==> src/rtl/fmap_result_packer.sv <==
// fmap_result_packer
// Requantizes pooled 32-bit conv results to signed 16 bits.
// Pipeline: stage Q register, then a first-word-fall-through FIFO driving a
// valid/ready stream with a per-frame last marker.
// The pooler cannot be stalled, so the block raises sticky flags instead:
// dropped samples, saturation, and short frames.
// Optional feature: define OUTQ_ROUND_EN for round-half-up before the shift.
// With it undefined, q is a plain arithmetic shift (truncation) and no adder
// is built.
module fmap_result_packer #(
  parameter int N     = 10,
  parameter int K     = 3,
  parameter int P     = 2,
  parameter int SHIFT = 8,
  parameter int DEPTH = 8
) (
  input  logic        clk,
  input  logic        global_rst,
  input  logic [31:0] data_in,
  input  logic        valid_in,
  input  logic        end_in,
  output logic [15:0] m_data,
  output logic        m_valid,
  input  logic        m_ready,
  output logic        m_last,
  output logic        frame_done,
  output logic        overflow,
  output logic        sat_flag,
  output logic        short_frame
);

  localparam int OUT_SIDE = (N - K + 1) / P;
  localparam int OUT_CNT  = OUT_SIDE * OUT_SIDE;
  localparam int AW       = (DEPTH > 1) ? $clog2(DEPTH) : 1;
  localparam int CW       = $clog2(OUT_CNT + 1);
  localparam logic [CW-1:0] LAST_IDX = CW'(OUT_CNT - 1);
  localparam logic [AW:0]   FULL_CNT = (AW + 1)'(DEPTH);

  // True when the shifted value lies outside the 16-bit signed range.
  function automatic logic is_clip(input logic signed [32:0] x);
    return (x > 33'sd32767) || (x < -33'sd32768);
  endfunction

  // Clamps the shifted value to the 16-bit signed range.
  function automatic logic signed [15:0] sat16(input logic signed [32:0] x);
    if (x > 33'sd32767)
      return 16'sh7FFF;
    else if (x < -33'sd32768)
      return 16'sh8000;
    else
      return x[15:0];
  endfunction

  logic signed [32:0] w_ext;
  logic signed [32:0] w_pre;
  logic signed [32:0] w_shr;

  // Sign-extend to 33 bits so the rounding add can never wrap.
  assign w_ext = {data_in[31], data_in};

`ifdef OUTQ_ROUND_EN
  generate
    if (SHIFT > 0) begin : g_round
      assign w_pre = w_ext + (33'sd1 <<< (SHIFT - 1));
    end else begin : g_noround
      assign w_pre = w_ext;
    end
  endgenerate
`else
  assign w_pre = w_ext;
`endif

  assign w_shr = w_pre >>> SHIFT;

  // ---- stage Q (p0) ----
  logic               r_vld_p0;
  logic               r_end_p0;
  logic signed [15:0] r_q_p0;
  logic               r_sat;

  // Stage Q control: the valid bit, the end pulse delayed to align with
  // stage Q, and the sticky saturation flag.
  always_ff @(posedge clk or negedge global_rst) begin
    if (!global_rst) begin
      r_vld_p0 <= 1'b0;
      r_end_p0 <= 1'b0;
      r_sat    <= 1'b0;
    end else begin
      r_vld_p0 <= valid_in;
      r_end_p0 <= end_in;
      if (valid_in && is_clip(w_shr))
        r_sat <= 1'b1;
    end
  end

  // Stage Q data register; its contents only matter while r_vld_p0 is set.
  always_ff @(posedge clk) begin
    if (valid_in)
      r_q_p0 <= sat16(w_shr);
  end

  // ---- frame counter / FIFO write (p1) ----
  logic [CW-1:0] r_fcnt;
  logic          r_short;
  logic          w_wrap;
  logic          w_short;

  assign w_wrap  = r_vld_p0 && (r_fcnt == LAST_IDX);
  assign w_short = r_end_p0 && (r_fcnt != '0) && !w_wrap;

  // The frame counter advances on every stage-Q word, including dropped
  // words, so m_last stays aligned. A premature end_in restarts the frame.
  always_ff @(posedge clk or negedge global_rst) begin
    if (!global_rst) begin
      r_fcnt  <= '0;
      r_short <= 1'b0;
    end else if (w_short) begin
      r_fcnt  <= '0;
      r_short <= 1'b1;
    end else if (r_vld_p0) begin
      r_fcnt <= w_wrap ? '0 : r_fcnt + CW'(1);
    end
  end

  logic [16:0]   r_mem [DEPTH];
  logic [AW-1:0] r_wr;
  logic [AW-1:0] r_rd;
  logic [AW:0]   r_occ;
  logic          r_ovf;
  logic          r_fd;
  logic          w_empty;
  logic          w_full;
  logic          w_pop;
  logic          w_push;
  logic          w_drop;
  logic [16:0]   w_head;

  assign w_empty = (r_occ == '0);
  assign w_full  = (r_occ == FULL_CNT);
  assign w_pop   = !w_empty && m_ready;
  // A push into a full FIFO is still legal when a pop frees a slot in the same cycle.
  assign w_push  = r_vld_p0 && (!w_full || w_pop);
  assign w_drop  = r_vld_p0 && w_full && !w_pop;
  assign w_head  = r_mem[r_rd];

  // FIFO pointers, occupancy, overflow flag, and the frame_done pulse.
  always_ff @(posedge clk or negedge global_rst) begin
    if (!global_rst) begin
      r_wr  <= '0;
      r_rd  <= '0;
      r_occ <= '0;
      r_ovf <= 1'b0;
      r_fd  <= 1'b0;
    end else begin
      if (w_push)
        r_wr <= r_wr + AW'(1);
      if (w_pop)
        r_rd <= r_rd + AW'(1);
      case ({w_push, w_pop})
        2'b10:   r_occ <= r_occ + (AW + 1)'(1);
        2'b01:   r_occ <= r_occ - (AW + 1)'(1);
        default: r_occ <= r_occ;
      endcase
      if (w_drop)
        r_ovf <= 1'b1;
      r_fd <= w_pop && w_head[16];
    end
  end

  // FIFO storage of {last, q}; the storage needs no reset because occupancy gates it.
  always_ff @(posedge clk) begin
    if (w_push)
      r_mem[r_wr] <= {w_wrap, r_q_p0};
  end

  // ---- output (first-word-fall-through) ----
  assign m_valid     = !w_empty;
  assign m_data      = w_empty ? 16'h0000 : w_head[15:0];
  assign m_last      = !w_empty && w_head[16];
  assign frame_done  = r_fd;
  assign overflow    = r_ovf;
  assign sat_flag    = r_sat;
  assign short_frame = r_short;

endmodule
==> config.mk <==
export PLATFORM = sky130hd
export DESIGN_NAME = fmap_result_packer
export DESIGN_NICKNAME = d
export VERILOG_FILES = /design/src/rtl/fmap_result_packer.sv
export SDC_FILE = /design/constraint.sdc
export NUM_CORES = 1
export LEC_CHECK = 0
export CAP_MARGIN = 20
export CORE_MARGIN = 10
export CORE_UTILIZATION = 52
export CTS_CLUSTER_DIAMETER = 50
export DETAILED_ROUTE_END_ITERATION = 12
export PLACE_DENSITY = 0.75
export SLEW_MARGIN = 0
export SYNTH_ARGS = -nofsm -noshare
export SYNTH_HDL_FRONTEND = slang
export SYNTH_SLANG_ARGS = --single-unit
==> constraint.sdc <==
create_clock -name clk -period 2.9 [get_ports clk]
set_input_delay 0.58 -clock clk [delete_from_list [all_inputs] [get_ports clk]]
set_output_delay 0.58 -clock clk [all_outputs]
set_load 0.02 [all_outputs]
==> results of run 1 <==
per-layer routing:
layer,wire [µm],track usage,up-vias,part of all wire
met1,5630,0.189,1781,0.42
met5,0,0,-,0
met4,144,0.0617,0,0.011
met2,6870,0.263,98,0.51
met3,700,0.0419,8,0.052
li1,-,-,1582,-
cells by family after synthesis:
family,share of synthesized area
adders and majority gates,0.0157
xor gates and xnor gates,0.0102
muxes,0.119
and+or+nand+nor,0.0386
DFF,0.741
buffers and inverters,0.0169
AOI/OAI and AO/OA,0.0581
synthesized netlist by cell type (all sizes together) (4+ instances only):
library cell | instances | area share
nor4 | 4 | 0.0058
edfxtp | 152 | 0.66
a22o | 16 | 0.020
mux4 | 34 | 0.11
nand4 | 4 | 0.0036
o211ai | 4 | 0.0044
nor3 | 5 | 0.0036
dfrtp | 21 | 0.077
buf | 7 | 0.0077
o21a | 15 | 0.016
nand2b | 5 | 0.0046
ha | 7 | 0.013
nor2 | 9 | 0.0049
xnor2 | 5 | 0.0064
inv | 8 | 0.0044
clkbuf | 9 | 0.0049
a21oi | 4 | 0.0029
nand2 | 6 | 0.0033
final timing paths:
path / startpoint / to / slack, ps / cells after the start
worst max register to register: r_occ[0]$_DFFE_PN0P_ / r_occ[3]$_DFFE_PN0P_ / 290 / 7
worst min-delay path: overflow$_DFFE_PN0P_ / overflow$_DFFE_PN0P_ / 460 / 1
min in group asynchronous: global_rst / r_wr[2]$_DFFE_PN0P_ / 500 / 2
worst min register to register: overflow$_DFFE_PN0P_ / overflow$_DFFE_PN0P_ / 460 / 1
worst max-delay path: r_rd[0]$_DFFE_PN0N_ / m_data[13] / 100 / 4
max in group asynchronous: global_rst / r_rd[1]$_DFFE_PN0N_ / 2160 / 2
cell type report:
cell class,instances,area (µm²)
Clock buffer,19,433
Clock inverter,13,149
Fill cell,893,4420
Inverter,8,30.0
Multi-Input combinational cell,150,1700
Sequential cell,173,5090
Tap cell,172,215
Timing Repair Buffer,77,734
power by group through the flow:
stage | logic, µW | clock network, µW | registers (µW)
after detailed placement | 2920 | 0 | 3490
after global routing | 3030 | 2360 | 3500
after global placement | 2860 | 0 | 3460
final | 2780 | 2230 | 3450
after CTS | 2850 | 2260 | 3450
after floorplan | 1870 | 0 | 3400
metrics by stage:
| step | hold WS, ps | area (µm²) | total power (µW) |
|---|---|---|---|
| floorplan | 284 | 6870 | 5270 |
| global route | 505 | 8350 | 8890 |
| detailed placement | 448 | 7750 | 6410 |
| CTS | 473 | 8350 | 8560 |
| finish | 464 | 8350 | 8470 |
| global placement | 442 | 7750 | 6320 |
what timing repair did:
| action | CTS | global route |
|---|---|---|
| setup endpoints to repair | 17 | 1 |
| pin swaps | 0 | 0 |
| buffers inserted | 1 | 0 |
| endpoints found under the hold margin | 0 | 0 |
| gates cloned | 1 | 0 |
| resized for setup | 19 | 2 |
| hold buffers | 0 | 0 |
registers in the layout, summed over array words and instances (netlist names):
signal       flops
r_fcnt           5
r_mem          136
frame_done       1
r_wr             3
r_occ            4
r_vld_p0         1
r_end_p0         1
sat_flag         1
overflow         1
r_rd             3
r_q_p0          16
short_frame      1
==> flow_summary.json, run 1 <==
{
  "status": "complete, no violations",
  "clk_pin_slew_ps": 60,
  "vias": 3469,
  "worst-path-max-fanout": 12,
  "via_per_inst": 5.67,
  "skew_ps": 8.38,
  "sw_frac_of_total": 0.308,
  "p_clk_frac": 0.264,
  "synthCells": 347,
  "std_cell_rows": 41,
  "clkLatencyLatePin_ps": 420,
  "die_w_um": 135,
  "maxCapViolCount": 0,
  "drt_iter0_markers": 268,
  "cts_tree": "done",
  "clockRootBuffer": "clkbuf_16",
  "firstDrtPassIters": 4,
  "finalSetupViolCount": 0,
  "synthArstFlopShare": 0.121,
  "power_leakage_uw": 0.00290,
  "crit_chain": "buf_12, mux4_2, a22o_1, dlygate4sd2_1",
  "start_kind": "register",
  "cts_buffers": 17,
  "seq_area_frac_synth": 0.741,
  "post-route-min-period_ps": 2800,
  "ir_worst_vdd_v": 0.000447,
  "area_growth_pct": 21.6,
  "grt_pass1_vias": 3757,
  "nets": 472,
  "hpwlAfterDp_um": 8190,
  "yosys.cell_types.count": 46,
  "io-pin-count": 59,
  "cts_sinks": 173,
  "dp_cells": 578,
  "yosysWarnings": 0,
  "crit_path_end_kind": "output pin",
  "layout_common_cells": "152 x edfxtp_1, 34 x mux4_2, 33 x clkdlybuf4s50_1",
  "ctsHtreeMaxLevel": 4,
  "grt_max_degree": 23,
  "critical_path.max_stage_delay_ps": 510,
  "intPower_uw": 5860,
  "die_y_um": 135,
  "worst_slew_pin_slew_ps": 688,
  "synthFlopType": "edfxtp_1",
  "dieArea_um2": 18200,
  "combPwrFrac": 0.329,
  "place_congestion": 0.767,
  "avgSynthCellArea_um2": 19.8,
  "rsz0062_at_grt": "no",
  "layout_worst_path_cycle_share": 0.965,
  "final_common_cell": "edfxtp_1",
  "fin_util": 0.654,
  "grt_pass1_wl_um": 21200,
  "synth_edf_count": 152,
  "synth_area_um2": 6870,
  "setup_tns_ps": 0,
  "clk_path_buf_depth": 2,
  "p_per_area_nw_per_um2": 1010,
  "cp.arrival_ps": 2220,
  "num_antenna_cells": 0,
  "finalWorstSetupSlack_ps": 103,
  "fin_cells": 612,
  "overflow": 0,
  "ys_ff_latch": 173,
  "drt-total-wl_um": 13300,
  "antenna_left": 0,
  "pwr-share-seq": 0.407,
  "layout-drive-gt1-share": 0.241,
  "antenna_found_initial": 0,
  "max_clock_freq_mhz": 357,
  "synth_nets": 392,
  "io_buffer_count": 50,
  "crit_path_top_delay_cell": "mux4_2",
  "crit_family": "buffers and inverters",
  "hold_class": "register to register",
  "hold_viol": 0,
  "wl_per_cell_um": 21.8,
  "p_sw_uw": 2610,
  "cp.required_ps": 2320,
  "dp_slack_ps": 6.35,
  "grt_util_all_layers": 0.157,
  "initial_core_util": 0.538,
  "core-area_um2": 12800,
  "critPathKind": "register to output pin",
  "drc_errors": 0,
  "slew_viol_final": 0,
  "cp_num_buf_inv": 2,
  "slew_headroom": 0.540
}
No activity file was read; power rests on OpenSTA's default activity.
==> inputs of run 2 (changes only) <==
- MAX_ROUTING_LAYER: not set -> met4
==> flow_summary.json, run 2 (synthesis gave the netlist of run 1 again) <==
{
  "holdBufCountCts": 0,
  "fillers": 893,
  "cp.arrival_ps": 2220,
  "antenna_found_initial": 0,
  "combPwrFrac": 0.328,
  "dp_cells": 578,
  "layout-drive-gt1-share": 0.241,
  "reg2reg_depth": 7,
  "critical_path.startpoint": "r_rd[0]$_DFFE_PN0N_",
  "io-pin-count": 59,
  "drt-total-wl_um": 13400,
  "hpwlAfterDp_um": 8190,
  "wl_per_cell_um": 21.8,
  "crit_path_top_delay_cell": "mux4_2",
  "clkLatencyLatePin_ps": 430,
  "worst_slew_pin_slew_ps": 700,
  "drt_iter0_markers": 269,
  "critical_path.max_stage_delay_ps": 510,
  "initial_core_util": 0.538,
  "hold_viol": 0,
  "layout_worst_path_cycle_share": 0.965,
  "area_growth_pct": 21.6,
  "fin_util": 0.654,
  "finalSetupViolCount": 0,
  "largest_reg_flops": 136,
  "top_register": "r_mem",
  "hold_class": "register to register",
  "std_cell_rows": 41,
  "cts_sinks": 173,
  "vias": 3494,
  "cts_tree": "done",
  "final_common_cell": "edfxtp_1",
  "via_per_inst": 5.71,
  "clk_path_buf_depth": 2,
  "cts_buffers": 17,
  "slew_viol_final": 0,
  "dieArea_um2": 18200,
  "cp.required_ps": 2320,
  "top_regs": "r_mem (136), r_q_p0 (16), r_fcnt (5)",
  "hold_path_startpoint": "overflow$_DFFE_PN0P_",
  "io_buffer_count": 50,
  "clockRootBuffer": "clkbuf_16",
  "hold_slack_ps": 464,
  "ir_worst_vdd_v": 0.000448,
  "place_congestion": 0.777,
  "skew_ps": 8.15,
  "path_depth": 4,
  "setup_tns_ps": 0,
  "layout_common_cells": "152 x edfxtp_1, 34 x mux4_2, 33 x clkdlybuf4s50_1",
  "ctsHtreeMaxLevel": 4,
  "rsz0062_at_grt": "no",
  "drc_errors": 0,
  "intPower_uw": 5860,
  "power_leakage_uw": 0.00290,
  "grt_util_all_layers": 0.161,
  "fin_cells": 612,
  "hold_depth": 1,
  "p_per_area_nw_per_um2": 1010,
  "p_sw_uw": 2610,
  "cp_num_buf_inv": 2,
  "worst-path-max-fanout": 12,
  "antenna_left": 0,
  "overflow": 0,
  "sw_frac_of_total": 0.309,
  "r2r-start": "r_occ[0]$_DFFE_PN0P_",
  "num_antenna_cells": 0,
  "crit_path_end_kind": "output pin",
  "crit_family": "buffers and inverters",
  "p_clk_frac": 0.264,
  "maxCapViolCount": 0,
  "worst-r2r-setup-slack_ps": 290,
  "status": "complete, no violations",
  "firstDrtPassIters": 4,
  "core-area_um2": 12800,
  "grt_max_degree": 23,
  "pwr-share-seq": 0.407,
  "die_y_um": 135,
  "start_kind": "register",
  "grt_pass1_wl_um": 21200,
  "slew_headroom": 0.532,
  "critPathKind": "register to output pin",
  "crit_chain": "buf_12, mux4_2, a22o_1, dlygate4sd2_1",
  "finalPower_uw": 8470,
  "die_w_um": 135,
  "nets": 472,
  "max_clock_freq_mhz": 357,
  "clk_pin_slew_ps": 60,
  "post-route-min-period_ps": 2800,
  "grt_pass1_vias": 3760
}
[run 2: cell counts in the layout (fill, tap and decap cells not counted)]
No cell type changed its count.
[run 2: worst paths after layout]
| path | endpoint |
|---|---|
| hold / removal | overflow$_DFFE_PN0P_ |
| max in group asynchronous | r_rd[1]$_DFFE_PN0N_ |
| min in group asynchronous | r_wr[2]$_DFFE_PN0P_ |
| hold reg to reg | overflow$_DFFE_PN0P_ |
| setup reg to reg | r_occ[3]$_DFFE_PN0P_ |
| setup / recovery | m_data[13] |
[run 2: power by group through the flow]
stage | logic [µW] | clock network [µW] | registers [µW]
global placement | 2860 | 0 | 3460
finish | 2780 | 2240 | 3450
floorplan | 1870 | 0 | 3400
global route | 3030 | 2370 | 3500
CTS | 2850 | 2260 | 3450
detailed placement | 2920 | 0 | 3490
[run 2: layout make-up]
| type | instances | area [µm²] | share of cell area |
|---|---|---|---|
| Clock buffer | 19 | 433 | 0.0518 |
| Clock inverter | 13 | 149 | 0.0178 |
| Inverter | 8 | 30.0 | 0.00359 |
| Multi-Input combinational cell | 150 | 1700 | 0.204 |
| Sequential cell | 173 | 5090 | 0.610 |
| Tap cell | 172 | 215 | 0.0258 |
| Timing Repair Buffer | 77 | 734 | 0.0879 |
[run 2: worst reg2reg max path, stage by stage (launching register included)]
cell and delay, ps:
dfrtp_1 470, or3_1 490, o21ai_4 190, ha_1 180, ha_1 240, or4b_2 640
o311ai_0 130, o211ai_1 140
[run 2: repair_timing]
action | 4_1_cts | 5_1_grt
gates resized for setup | 19 | 2
setup buffers | 1 | 0
cloned | 1 | 0
setup endpoints to repair | 17 | 1
[run 2: routing by layer]
metal	track usage	vias to the layer above	wire length, µm
met1	0.191	1810	5740
met2	0.264	87	6860
li1	-	1582	-
met3	0.0386	15	568
met5	-	-	0
met4	0.0617	0	189
[run 2: stage by stage]
step	cell area (µm²)	setup WS, ps
floorplan	6870	196
finish	8350	102
CTS	8350	35.9
global route	8350	15.7
global placement	7750	62.3
detailed placement	7750	6.35
